<file path="src/rtl/video_ts_dram_arb.sv">
// Burst-locked arbiter of the video DRAM read port between the tilemap prefetcher (TM)
// and the TS renderer graphics fetcher (GR). Define VIDEO_TS_ARB_RR_EN for round-robin ties.
module video_ts_dram_arb #(
    parameter int BURST      = 8,
    parameter int STARVE_MAX = 32
) (
    input  logic        clk,
    input  logic        rst_n,
    input  logic        line_start,
    input  logic        tm_req,
    input  logic [20:0] tm_addr,
    output logic        tm_next,
    input  logic        gr_req,
    input  logic [20:0] gr_addr,
    output logic        gr_next,
    output logic        dram_req,
    output logic [20:0] dram_addr,
    input  logic        dram_next,
    output logic        busy,
    output logic        starve_flag
);

    typedef enum logic [1:0] {IDLE, G_TM, G_GR} state_t;

    state_t     state;
    state_t     state_nxt;
    state_t     tie_grant;
    logic [4:0] burst_cnt;
    logic [7:0] starve_cnt;
    logic       victim_gr;
    logic       cur_victim_gr;
    logic       own_req;
    logic       other_req;
    logic       victim_req;
    logic       starved;
    logic       served;
    logic       switch_pt;
    logic       burst_done;
    logic       leave;
    logic       forced;
    logic       grant_victim;

`ifdef VIDEO_TS_ARB_RR_EN
    logic last_gr;

    always_ff @(posedge clk) begin
        if (!rst_n)
            last_gr <= 1'b1;
        else if (state_nxt == G_TM)
            last_gr <= 1'b0;
        else if (state_nxt == G_GR)
            last_gr <= 1'b1;
    end

    assign tie_grant = last_gr ? G_TM : G_GR;
`else
    assign tie_grant = G_TM;
`endif

    // The starvation counter always tracks whoever is not granted; in IDLE it
    // keeps tracking the loser of the last grant.
    always_comb begin
        // NOTE: every comb output gets a default first so no latch is inferred.
        own_req       = 1'b0;
        other_req     = 1'b0;
        cur_victim_gr = victim_gr;
        case (state)
            G_TM: begin
                own_req       = tm_req;
                other_req     = gr_req;
                cur_victim_gr = 1'b1;
            end
            G_GR: begin
                own_req       = gr_req;
                other_req     = tm_req;
                cur_victim_gr = 1'b0;
            end
            default: ;
        endcase
        victim_req = cur_victim_gr ? gr_req : tm_req;
        starved    = (starve_cnt == 8'(STARVE_MAX)) && victim_req;
        served     = (state != IDLE) && own_req && dram_next;
        // A word in flight (req high, no dram_next yet) pins the grant.
        switch_pt  = !own_req || dram_next;
        burst_done = served && (burst_cnt == 5'(BURST - 1));
        leave      = (state != IDLE) && (!own_req || burst_done || (starved && switch_pt));
        forced     = starved && ((state == IDLE) || switch_pt);
    end

    always_comb begin
        state_nxt = state;
        if (line_start) begin
            state_nxt = IDLE;
        end else if (state == IDLE) begin
            if (starved)
                state_nxt = cur_victim_gr ? G_GR : G_TM;
            else if (tm_req && gr_req)
                state_nxt = tie_grant;
            else if (tm_req)
                state_nxt = G_TM;
            else if (gr_req)
                state_nxt = G_GR;
        end else if (leave) begin
            if (other_req)
                state_nxt = (state == G_TM) ? G_GR : G_TM;
            else if (own_req)
                state_nxt = state;
            else
                state_nxt = IDLE;
        end
    end

    assign grant_victim = (state_nxt == G_GR &&  cur_victim_gr) ||
                          (state_nxt == G_TM && !cur_victim_gr);

    // NOTE: reset is synchronous, so it sits inside the clocked branch, and all state uses <=.
    always_ff @(posedge clk) begin
        if (!rst_n)
            state <= IDLE;
        else
            state <= state_nxt;
    end

    always_ff @(posedge clk) begin
        if (!rst_n) begin
            burst_cnt   <= '0;
            starve_cnt  <= '0;
            starve_flag <= 1'b0;
            victim_gr   <= 1'b0;
        end else if (line_start) begin
            burst_cnt   <= '0;
            starve_cnt  <= '0;
            starve_flag <= 1'b0;
        end else begin
            if (leave)
                burst_cnt <= '0;
            else if (served)
                burst_cnt <= burst_cnt + 5'd1;

            if (grant_victim)
                starve_cnt <= '0;
            else if (state != IDLE && victim_req && starve_cnt != 8'(STARVE_MAX))
                starve_cnt <= starve_cnt + 8'd1;

            if (forced)
                starve_flag <= 1'b1;

            if (state_nxt == G_TM)
                victim_gr <= 1'b1;
            else if (state_nxt == G_GR)
                victim_gr <= 1'b0;
        end
    end

    // Next strobes are suppressed while reset is asserted so no word is claimed mid-reset.
    always_comb begin
        dram_req  = 1'b0;
        dram_addr = '0;
        tm_next   = 1'b0;
        gr_next   = 1'b0;
        case (state)
            G_TM: begin
                dram_req  = tm_req;
                dram_addr = tm_addr;
                tm_next   = dram_next & tm_req & rst_n;
            end
            G_GR: begin
                dram_req  = gr_req;
                dram_addr = gr_addr;
                gr_next   = dram_next & gr_req & rst_n;
            end
            default: ;
        endcase
    end

    assign busy = (state != IDLE);

endmodule

</file>
<file path="config.mk">
export PLATFORM = sky130hd
export DESIGN_NAME = video_ts_dram_arb
export DESIGN_NICKNAME = d
export VERILOG_FILES = /design/src/rtl/video_ts_dram_arb.sv
export SDC_FILE = /design/constraint.sdc
export NUM_CORES = 1
export LEC_CHECK = 0
export CORE_MARGIN = 2
export CORE_UTILIZATION = 39
export DETAILED_ROUTE_END_ITERATION = 10
export PLACE_DENSITY = 0.87
export SLEW_MARGIN = 20
export SYNTH_ARGS = -nofsm -noshare
export SYNTH_HDL_FRONTEND = slang
export SYNTH_SLANG_ARGS = --single-unit
</file>
<file path="constraint.sdc">
create_clock -name clk -period 3.72 [get_ports clk]
set_input_delay 0.558 -clock clk [delete_from_list [all_inputs] [get_ports clk]]
set_output_delay 0.558 -clock clk [all_outputs]
set_load 0.02 [all_outputs]
</file>
==> flow_summary.yaml <==
outcome:
  status: "finished, final reports clean"
timing:
  hold_violations: 0
  fin_tns_setup_ns: 0
  slew_headroom: 0.599
  setup_viol: 0
  worst_pin_slew_ns: 0.601
  rsz0062_at_grt: "no"
  finalCriticalPeriod_ns: 3.32
  slew_viol_final: 0
  fmax_mhz: 301
  finClkSkew_ns: 0.00208
  setup_ws_ns: 0.402
  fin_crit_sh: 0.892
worst_hold_path:
  hold_path_class: "reg2reg"
grt:
  antenna_found_initial: 0
  grt_usage: 0.205
  grt_max_degree: 23
  grt_pass1_vias: 1402
  gr-total-overflow: 0
  grt_pass1_wl_um: 6750
drt:
  ant_nets: 0
  drc: 0
  drt_pass1_iterations: 5
  first_iter_violations: 70
  vias: 1527
  wl_per_cell_um: 15.0
  finalWirelength_um: 4260
  vias_per_cell: 5.38
synth:
  syn_area_mm2: 0.00138
  syn-mean-instance-area_um2: 8.21
  synth.distinct_cells: 47
  synthArstFlopShare: 0
  ys_seq_elements: 17
  ys.flop_type: "dfxtp_1"
  synth_warnings: 0
  synth_nets: 224
  seq_area_frac_synth: 0.247
  synth-edff-count: 0
  netlist_instances: 168
power:
  cellLeakagePower_uw: 0.000747
  ir_worst_vdd_v: 0.000188
  power.density_mw_per_mm2: 193
clock_network:
  cts_tree: "built"
  post_cts_buffers: 0
  cts_resized: 0
  clk_path_buf_depth: 2
  clk-insertion-delay-late_ns: 0.28
  hold_buffers: 0
  clk_pin_slew_ns: 0.09
  cts_max_level: 1
  root_buffer: "clkbuf_4"
  clock-sinks: 17
  cts_buffers: 3
cells_and_area:
  nFillCells: 305
  area_growth_pct: 57.0
  nets: 295
  diodes: 0
  drive_gt1_frac: 0.0546
place:
  port_buffers: 73
  dp_worst_setup_slack_ns: 0.488
  routabilityCongestion: 0.904
  dp_hpwl_um: 3460
worst_setup_path:
  critPathTopFamily: "simple AND/OR/NAND/NOR gates"
  end_kind: "flip-flop"
  crit_type: "reg2reg"
  cp_max_fo: 8
  worstPathRequired_ns: 3.94
  max_stage_delay_ns: 0.52
  cp_slowest_cell: "mux2i_1"
  path_buf_inv: 1
  cp_data_arrival_time_ns: 3.54
  cp-start-kind: "flip-flop"
  cp_cell_sequence: "inv_1 > ha_1 > mux2i_4 > mux2i_1 > nor3_2 > a31o_1 > or3_1 > ha_1 > nand2_1 > nand3b_1 > nor2_1"
  cp_common_cell: "ha_1"
die:
  die_x_um: 63.5
  core_mm2: 0.00336
  start_util: 0.410
  die_h_um: 63.5
  ioPinCount: 74
  dieArea_mm2: 0.00403
  std_cell_rows: 21
job:
  cap_violations: 0
-- cells in the final DEF (no fill, tap or decap), types with 3 or more instances in the layout --
cell and count:
mux2i_1 3, clkbuf_4 3, ha_1 8, xnor2_1 8
a21oi_1 5, nor3_1 7, clkdlybuf4s50_1 73, nand2_1 12
inv_1 5, xor2_1 3, nand4_1 4, dfxtp_1 17
nand2b_1 4, a22o_1 21, buf_4 3, nor4_1 3
nand3_1 3, nor2_1 23
-- final timing paths --
path	startpoint	end	slack (ns)	cells after the start
hold / removal	starve_flag	starve_flag	0.49	2
setup reg to reg	state[1]	starve_cnt[1]	0.40	11
setup / recovery	state[1]	starve_cnt[1]	0.40	11
hold reg to reg	starve_flag	starve_flag	0.49	2
-- tightest hold or removal path: cells and delay by family (launching register included) --
| kind | cells | cell delay [ns] |
|---|---|---|
| AOI/OAI and AO/OA | 1 | 0.04 |
| DFF | 1 | 0.34 |
| and+or+nand+nor | 1 | 0.08 |
-- registers in the layout (all words and copies together) (netlist names) --
register	cells
starve_flag	1
burst_cnt	5
state	2
starve_cnt	8
victim_gr	1
-- through the flow --
step                instances   util  instance area, um2  power [uW]  hold WS [ns]
floorplan                 168      -                1380         253         0.480
global placement          280  0.636                2140         323         0.484
detailed placement        280  0.636                2140         325         0.467
CTS                       284  0.644                2160         421         0.494
global route              284  0.644                2160         440         0.530
finish                    284  0.644                2160         418         0.492
-- routing by layer --
metal,track usage,vias to the layer above,wire length (um)
met5,0,-,0
met4,0.0245,0,0
met3,0.0446,0,322
met2,0.379,70,2110
met1,0.247,697,1820
li1,-,760,-
-- synthesized netlist by cell type, types with 2 or more instances --
library cell	instances	share of area
nand3_1	3	0.011
nor2_1	23	0.063
ha_1	8	0.073
nor2b_1	2	0.0091
nand2b_1	4	0.018
a22o_1	21	0.13
inv_1	5	0.014
o32ai_1	2	0.013
nand4_1	4	0.018
dfxtp_1	17	0.25
o311a_1	2	0.015
a211oi_1	2	0.011
nor4_1	3	0.014
mux2i_1	3	0.022
nor3_1	7	0.025
xnor2_1	8	0.051
xor2_1	3	0.019
a21oi_1	5	0.018
nand2_1	12	0.033
and2_1	2	0.0091
clkbuf_1	6	0.016
-- report_power, final --
group	internal (uW)	total, uW	switching (uW)
clock	41.6	96.9	55.3
combinational	77.6	136	57.9
sequential	184	186	2.20
total	303	418	115
-- area by class of cell --
cell class | count | area, um2 | share of cell area
sequential | 17 | 340 | 0.157
multi-input combinational | 136 | 968 | 0.447
tap | 46 | 57.6 | 0.0266
inverter | 5 | 18.8 | 0.00867
timing repair buffer | 76 | 753 | 0.348
clock buffer | 4 | 26.3 | 0.0121
-- kinds of logic after synthesis --
| family | count (synthesis) | share of synthesized area |
|---|---|---|
| AND/OR/NAND/NOR | 70 | 0.270 |
| XOR/XNOR | 11 | 0.0699 |
| buffers and inverters | 15 | 0.0508 |
| adder cells (fa/ha/maj) | 8 | 0.0726 |
| flip-flops | 17 | 0.247 |
| multiplexers | 5 | 0.0463 |
| AO/OA/AOI/OAI | 42 | 0.243 |
(Power assumes the default switching activity.)
